$ cat src/rtl/wb_patch_fetch_if.sv
// wb_patch_fetch_if: classic Wishbone read bus between the patch fetcher and the SDRAM slave
interface wb_patch_fetch_if;
  logic        cyc_i;
  logic        stb_i;
  logic        we_i;
  logic [3:0]  sel_i;
  logic [31:0] addr_i;
  logic [31:0] data_i;
  logic [31:0] data_o;
  logic        stall_o;
  logic        sdram_ack;
  modport master (
    output cyc_i, stb_i, we_i, sel_i, addr_i, data_i,
    input  data_o, stall_o, sdram_ack
  );
  modport slave (
    input  cyc_i, stb_i, we_i, sel_i, addr_i, data_i,
    output data_o, stall_o, sdram_ack
  );
endinterface

$ cat src/rtl/wb_patch_fetch.sv
// wb_patch_fetch: reads a 3x3 patch of 16-bit elements over Wishbone and presents it as one packed vector
module wb_patch_fetch #(
  parameter int N_ELEM  = 9,
  parameter int ELEM_W  = 16,
  parameter int TIMEOUT = 255
) (
  input  logic                     CLK,
  input  logic                     rst,
  input  logic                     start,
  input  logic [31:0]              base_addr,
  output logic [N_ELEM*ELEM_W-1:0] patch,
  output logic                     patch_valid,
  input  logic                     patch_ready,
  output logic                     busy,
  output logic                     err,
  wb_patch_fetch_if.master         wb
);
  localparam int IW = $clog2(N_ELEM);
  typedef enum logic [2:0] {IDLE, REQ, WAIT, GAP, DONE, ERR} state_t;
  state_t                   r_state, w_next;
  logic [31:0]              r_base;
  logic [IW-1:0]            r_idx;
  logic [7:0]               r_cnt;
  logic [N_ELEM*ELEM_W-1:0] r_patch;
  logic                     r_valid;
  logic                     w_cap;
  logic                     w_last;
  logic                     w_to;
  assign w_last = r_idx == IW'(N_ELEM - 1);
  assign w_to   = r_cnt == 8'(TIMEOUT);
  // state register
  always_ff @(posedge CLK) r_state <= rst ? IDLE : w_next;
  // next state and element capture strobe; an unstalled REQ may take its ack immediately
  always_comb begin
    w_next = r_state;
    w_cap  = 1'b0;
    case (r_state)
      IDLE: w_next = start && !r_valid ? REQ : IDLE;
      REQ: begin
        w_cap  = !wb.stall_o && wb.sdram_ack;
        w_next = !wb.stall_o ? (wb.sdram_ack ? (w_last ? DONE : GAP) : WAIT) : (w_to ? ERR : REQ);
      end
      WAIT: begin
        w_cap  = wb.sdram_ack;
        w_next = wb.sdram_ack ? (w_last ? DONE : GAP) : (w_to ? ERR : WAIT);
      end
      GAP: w_next = REQ;
      default: w_next = IDLE;
    endcase
  end
  // base/index, saturating timeout, patch slots and result handshake
  always_ff @(posedge CLK) begin
    if (rst) begin
      r_base  <= '0;
      r_idx   <= '0;
      r_cnt   <= '0;
      r_patch <= '0;
      r_valid <= 1'b0;
    end else begin
      if (r_state == IDLE && w_next == REQ) begin
        r_base <= base_addr;
        r_idx  <= '0;
      end else if (w_cap && !w_last) r_idx <= r_idx + 1'b1;
      r_cnt <= (r_state == REQ || r_state == WAIT) ? r_cnt + {7'd0, r_cnt != 8'hFF} : 8'd0;
      for (int k = 0; k < N_ELEM; k++)
        if (w_cap && r_idx == IW'(k)) r_patch[k*ELEM_W +: ELEM_W] <= wb.data_o[ELEM_W-1:0];
      r_valid <= r_state == DONE || (r_valid && !patch_ready);
    end
  end
  assign wb.cyc_i    = r_state == REQ || r_state == WAIT;
  assign wb.stb_i    = r_state == REQ || r_state == WAIT;
  assign wb.we_i     = 1'b0;
  assign wb.sel_i    = 4'b1111;
  assign wb.data_i   = '0;
  assign wb.addr_i   = r_base + 32'(r_idx);
  assign patch       = r_patch;
  assign patch_valid = r_valid;
  assign busy        = r_state != IDLE;
  assign err         = r_state == ERR;
endmodule

$ cat src/flat_wrapper.sv
// flat-port wrapper written by rule: the top's interface ports become plain ports
module wb_patch_fetch_flat 
#(
  parameter int N_ELEM  = 9,
  parameter int ELEM_W  = 16,
  parameter int TIMEOUT = 255
)
  (CLK, rst, start, base_addr, patch, patch_valid, patch_ready, busy, err, wb_cyc_i, wb_stb_i, wb_we_i, wb_sel_i, wb_addr_i, wb_data_i, wb_data_o, wb_stall_o, wb_sdram_ack);
  wb_patch_fetch_if wb_i ();
  input  logic CLK;
  input  logic rst;
  input  logic start;
  input  logic [31:0] base_addr;
  output logic [N_ELEM*ELEM_W-1:0] patch;
  output logic patch_valid;
  input  logic patch_ready;
  output logic busy;
  output logic err;
  output wire logic [$bits(wb_i.cyc_i)-1:0] wb_cyc_i;
  output wire logic [$bits(wb_i.stb_i)-1:0] wb_stb_i;
  output wire logic [$bits(wb_i.we_i)-1:0] wb_we_i;
  output wire logic [$bits(wb_i.sel_i)-1:0] wb_sel_i;
  output wire logic [$bits(wb_i.addr_i)-1:0] wb_addr_i;
  output wire logic [$bits(wb_i.data_i)-1:0] wb_data_i;
  input wire logic [$bits(wb_i.data_o)-1:0] wb_data_o;
  input wire logic [$bits(wb_i.stall_o)-1:0] wb_stall_o;
  input wire logic [$bits(wb_i.sdram_ack)-1:0] wb_sdram_ack;
  assign wb_cyc_i = wb_i.cyc_i;
  assign wb_stb_i = wb_i.stb_i;
  assign wb_we_i = wb_i.we_i;
  assign wb_sel_i = wb_i.sel_i;
  assign wb_addr_i = wb_i.addr_i;
  assign wb_data_i = wb_i.data_i;
  assign wb_i.data_o = wb_data_o;
  assign wb_i.stall_o = wb_stall_o;
  assign wb_i.sdram_ack = wb_sdram_ack;
  wb_patch_fetch #(.N_ELEM(N_ELEM), .ELEM_W(ELEM_W), .TIMEOUT(TIMEOUT)) u_core (.CLK(CLK), .rst(rst), .start(start), .base_addr(base_addr), .patch(patch), .patch_valid(patch_valid), .patch_ready(patch_ready), .busy(busy), .err(err), .wb(wb_i));
endmodule
$ cat config.mk
export PLATFORM = sky130hd
export DESIGN_NAME = wb_patch_fetch_flat
export DESIGN_NICKNAME = d
export VERILOG_FILES = /design/src/rtl/wb_patch_fetch_if.sv /design/src/rtl/wb_patch_fetch.sv /design/src/flat_wrapper.sv
export SDC_FILE = /design/constraint.sdc
export NUM_CORES = 1
export LEC_CHECK = 0
export BUFFER_PORTS_ARGS = -buffer_cell sky130_fd_sc_hd__buf_2
export CORE_AREA = 2 2 128 130
export CTS_BUF_LIST = sky130_fd_sc_hd__clkbuf_8 sky130_fd_sc_hd__clkbuf_16
export CTS_CLUSTER_SIZE = 8
export DETAILED_ROUTE_END_ITERATION = 7
export DIE_AREA = 0 0 130 132
export GPL_ROUTABILITY_DRIVEN = 0
export GPL_TIMING_DRIVEN = 0
export HOLD_SLACK_MARGIN = 0.12
export PLACE_DENSITY = 0.91
export SLEW_MARGIN = 40
export SYNTH_ARGS = -nofsm -noshare
export SYNTH_HDL_FRONTEND = slang
export SYNTH_SLANG_ARGS = --single-unit
$ cat constraint.sdc
create_clock -name CLK -period 6.9 [get_ports CLK]
set_input_delay 1.035 -clock CLK [delete_from_list [all_inputs] [get_ports CLK]]
set_output_delay 1.035 -clock CLK [all_outputs]
set_load 0.005 [all_outputs]
==> results_tabular.tex <==
\begin{tabular}{lr}
\hline
Metric & Value \\
\hline
\multicolumn{2}{l}{\textbf{Status}} \\
Outcome & finished, final reports clean \\
\multicolumn{2}{l}{\textbf{CTS}} \\
Post-CTS repair timing setup buffer count & 0 \\
Hold Buf Count CTS & 0 \\
Number of clock sinks & 192 \\
Clock transition at path regs & 0.07 ns \\
Maximum number of buffers from clock root to sink & 2 \\
Maximum level of the CTS H-tree & 4 \\
Clk root buf & sky130\_fd\_sc\_hd\_\_clkbuf\_16 \\
Resize count post-CTS & 0 \\
TritonCTS clock tree & built \\
TritonCTS buffer count & 17 \\
Insertion delay of the later-clocked pin in the worst-skew pair & 0.43 ns \\
\multicolumn{2}{l}{\textbf{Timing}} \\
Worst-Margin Slew & 0.814 ns \\
Min Tclk post-route & 4.03 ns \\
Fmax & 0.248 GHz \\
RSZ-0062 raised after global routing & no \\
Worst-case clock skew & 0.0116 ns \\
Accumulated negative setup slack & 0 ns \\
Worst slew margin relative to its limit & 45.7\% \\
Final cycle utilization of the critical path & 58.4\% \\
PnR worst setup slack & 2.87 ns \\
\# setup viols final & 0 \\
Number of pins with negative max-slew slack in the final report & 0 \\
Hold Fails Final Rpt & 0 \\
Smallest hold slack & 0.471 ns \\
\multicolumn{2}{l}{\textbf{Power and ir drop}} \\
Maximum VDD drop & 0.159 mV \\
Total Power & 2.28 mW \\
Leakage power summed over all cells & 4.75 nW \\
Pwr dens & 219 nW/um\^{}2 \\
\multicolumn{2}{l}{\textbf{Die}} \\
Area of the core region & 15700 um\^{}2 \\
Total Die Area & 17200 um\^{}2 \\
Overall die width & 130 um \\
Die height & 132 um \\
Boundary Pins & 288 \\
Floorplan row count & 46 \\
Initial Utilization & 53.2\% \\
\multicolumn{2}{l}{\textbf{Worst setup path}} \\
Critical Path AT & 2.99 ns \\
Element type at the critical path start & flop \\
Maximum fanout along the worst path & 10 \\
Data required time of the critical path & 5.86 ns \\
Kind of critical path & reg -> out \\
Endpoint class of the critical path & output port \\
Cell count of the worst reg-to-reg path & 8 \\
\multicolumn{2}{l}{\textbf{Layout}} \\
Antenna cells & 0 \\
Most frequent cells in the layout & sky130\_fd\_sc\_hd\_\_buf\_2 (222), sky130\_fd\_sc\_hd\_\_dfxtp\_1 (192), sky130\_fd\_sc\_hd\_\_nor2\_1 (161) \\
Post-route standard cell area excluding fillers & 10400 um\^{}2 \\
Final core utilization & 66.3\% \\
Commonest non-fill, non-tap cell in the layout & sky130\_fd\_sc\_hd\_\_buf\_2 \\
Ratio of cells with drive above 1 in the final layout & 28.5\% \\
Final nets & 1221 \\
Final non-filler cell total & 1368 \\
Number of filler instances in the final layout & 1229 \\
Area growth from synthesis to final layout & 24.5\% \\
\multicolumn{2}{l}{\textbf{Synthesis}} \\
Area contributors post-synth & sky130\_fd\_sc\_hd\_\_dfxtp\_1 (46\%), sky130\_fd\_sc\_hd\_\_mux2i\_1 (17\%), sky130\_fd\_sc\_hd\_\_nor2\_1 (7.2\%) \\
Warnings, synthesis & 0 \\
Average size of a mapped cell & 9.64 um\^{}2 \\
Top flip-flop cell by instance count after synthesis & sky130\_fd\_sc\_hd\_\_dfxtp\_1 \\
Share of flip-flops with an asynchronous set or reset & 0\% \\
Post-synthesis cell type with the largest combined area & sky130\_fd\_sc\_hd\_\_dfxtp\_1 \\
Number of enable flip-flop cells after synthesis & 0 \\
Post-Synthesis Cell Area & 8360 um\^{}2 \\
Gate count after technology mapping & 867 \\
Post-synthesis sequential area ratio & 46.0\% \\
Flops \& latches, synth & 192 \\
Yosys cell types & 49 \\
Area share of the largest cell type after synthesis & 46.0\% \\
\multicolumn{2}{l}{\textbf{Hold path}} \\
Hold crit path type & reg -> reg \\
Worst Hold Depth & 2 \\
\multicolumn{2}{l}{\textbf{Placement}} \\
Placed wire-length estimate & 17200 um \\
Post-Place Cell Area & 9860 um\^{}2 \\
Pre-CTS worst setup slack & 3.33 ns \\
Port Buffer Count & 218 \\
Placed Cells incl. Taps & 1337 \\
\multicolumn{2}{l}{\textbf{Detailed routing}} \\
Routed vias/inst & 5.03 \\
Final wirelength & 22800 um \\
Remaining antenna violation count after routing & 0 \\
WL/cell & 16.6 um \\
Routed vias & 6886 \\
Pre-antenna DRT Iters & 4 \\
Post-detailed-route DRC marker count & 0 \\
Initial detailed-routing violation count & 301 \\
\multicolumn{2}{l}{\textbf{Global routing}} \\
Wire length of the first global-routing pass & 35300 um \\
Antenna violations before repair & 0 \\
Vias in the first global route & 6874 \\
Maximum number of pins on one net before global-route repair & 19 \\
Grt total ovfl & 0 \\
Global router's overall resource usage & 26.3\% \\
\multicolumn{2}{l}{\textbf{Run}} \\
Number of max-cap violations & 0 \\
\hline
\end{tabular}
==> final timing paths <==
kind                                  startpoint                 to  slack (ns)
worst max-delay path             u_core.r_idx[0]       wb_addr_i[8]        2.87
worst min-delay path            u_core.r_base[2]   u_core.r_base[2]        0.47
worst max register to register   u_core.r_idx[1]  u_core.patch[139]        4.35
worst min register to register  u_core.r_base[2]   u_core.r_base[2]        0.47
==> worst max-delay path, stage by stage (launching register included) <==
cell and delay (ns):
sky130_fd_sc_hd__dfxtp_1 0.37, sky130_fd_sc_hd__ha_1 0.27, sky130_fd_sc_hd__fa_1 0.40, sky130_fd_sc_hd__a21o_1 0.19, sky130_fd_sc_hd__a21oi_1 0.40, sky130_fd_sc_hd__clkbuf_1 0.47
sky130_fd_sc_hd__nor2_1 0.11, sky130_fd_sc_hd__xor2_1 0.21, sky130_fd_sc_hd__buf_2 0.15
==> cells by family (layout without fill, tap and decap cells) <==
logic type | count (synthesis) | count (layout) | share of synthesized area, %
XOR/XNOR | 37 | 37 | 3.88
buffers and inverters | 111 | 361 | 8.34
flip-flops | 192 | 192 | 46.0
multiplexers | 145 | 145 | 17.4
AND/OR/NAND/NOR | 306 | 306 | 16.2
other | 2 | 37 | 0.0898
adder cells (fa/ha/maj) | 11 | 11 | 1.74
AO/OA/AOI/OAI | 63 | 63 | 6.44
==> sequential cells by signal, indices dropped and copies added (netlist names) <==
register,flops
u_core.r_idx,4
u_core.patch_valid,1
u_core.r_cnt,8
u_core.r_base,32
u_core.r_state,3
u_core.patch,144
==> cell type report <==
type	instances	area (um^2)	area share, %
Multi-Input combinational cell	599	3950	37.9
Sequential cell	192	3840	36.9
Buffer	103	667	6.41
Timing Repair Buffer	219	1100	10.6
Clock inverter	14	126	1.21
Clock buffer	17	425	4.09
Tap cell	216	270	2.60
Inverter	8	30.0	0.288
==> power by group <==
| part | internal [mW] | switching, mW | leakage (nW) | total (mW) |
|---|---|---|---|---|
| registers | 1.13 | 0.0213 | 1.55 | 1.15 |
| clock network | 0.474 | 0.458 | 0.275 | 0.931 |
| logic | 0.0838 | 0.116 | 2.92 | 0.200 |
| total | 1.69 | 0.595 | 4.75 | 2.28 |
==> cells in the mapped netlist (all sizes together), types with 3 or more instances <==
cell / n
nand3: 6
nand2: 78
mux2i: 145
nand3b: 3
a211oi: 3
nand2b: 8
nor2: 161
inv: 8
nor3b: 7
a2111oi: 8
and4: 5
clkbuf: 34
dfxtp: 192
nand4: 8
a21oi: 39
xnor2: 5
buf: 69
xor2: 32
nor3: 11
ha: 10
nor4b: 6
==> routing by layer <==
layer / share of wire, % / GRT usage (%)
met1: 39 / 28.8
met2: 51 / 46.7
met3: 8.0 / 9.09
met4: 2.2 / 9.14
met5: 0 / 0
Note: power is estimated with default switching activity, not from simulation.
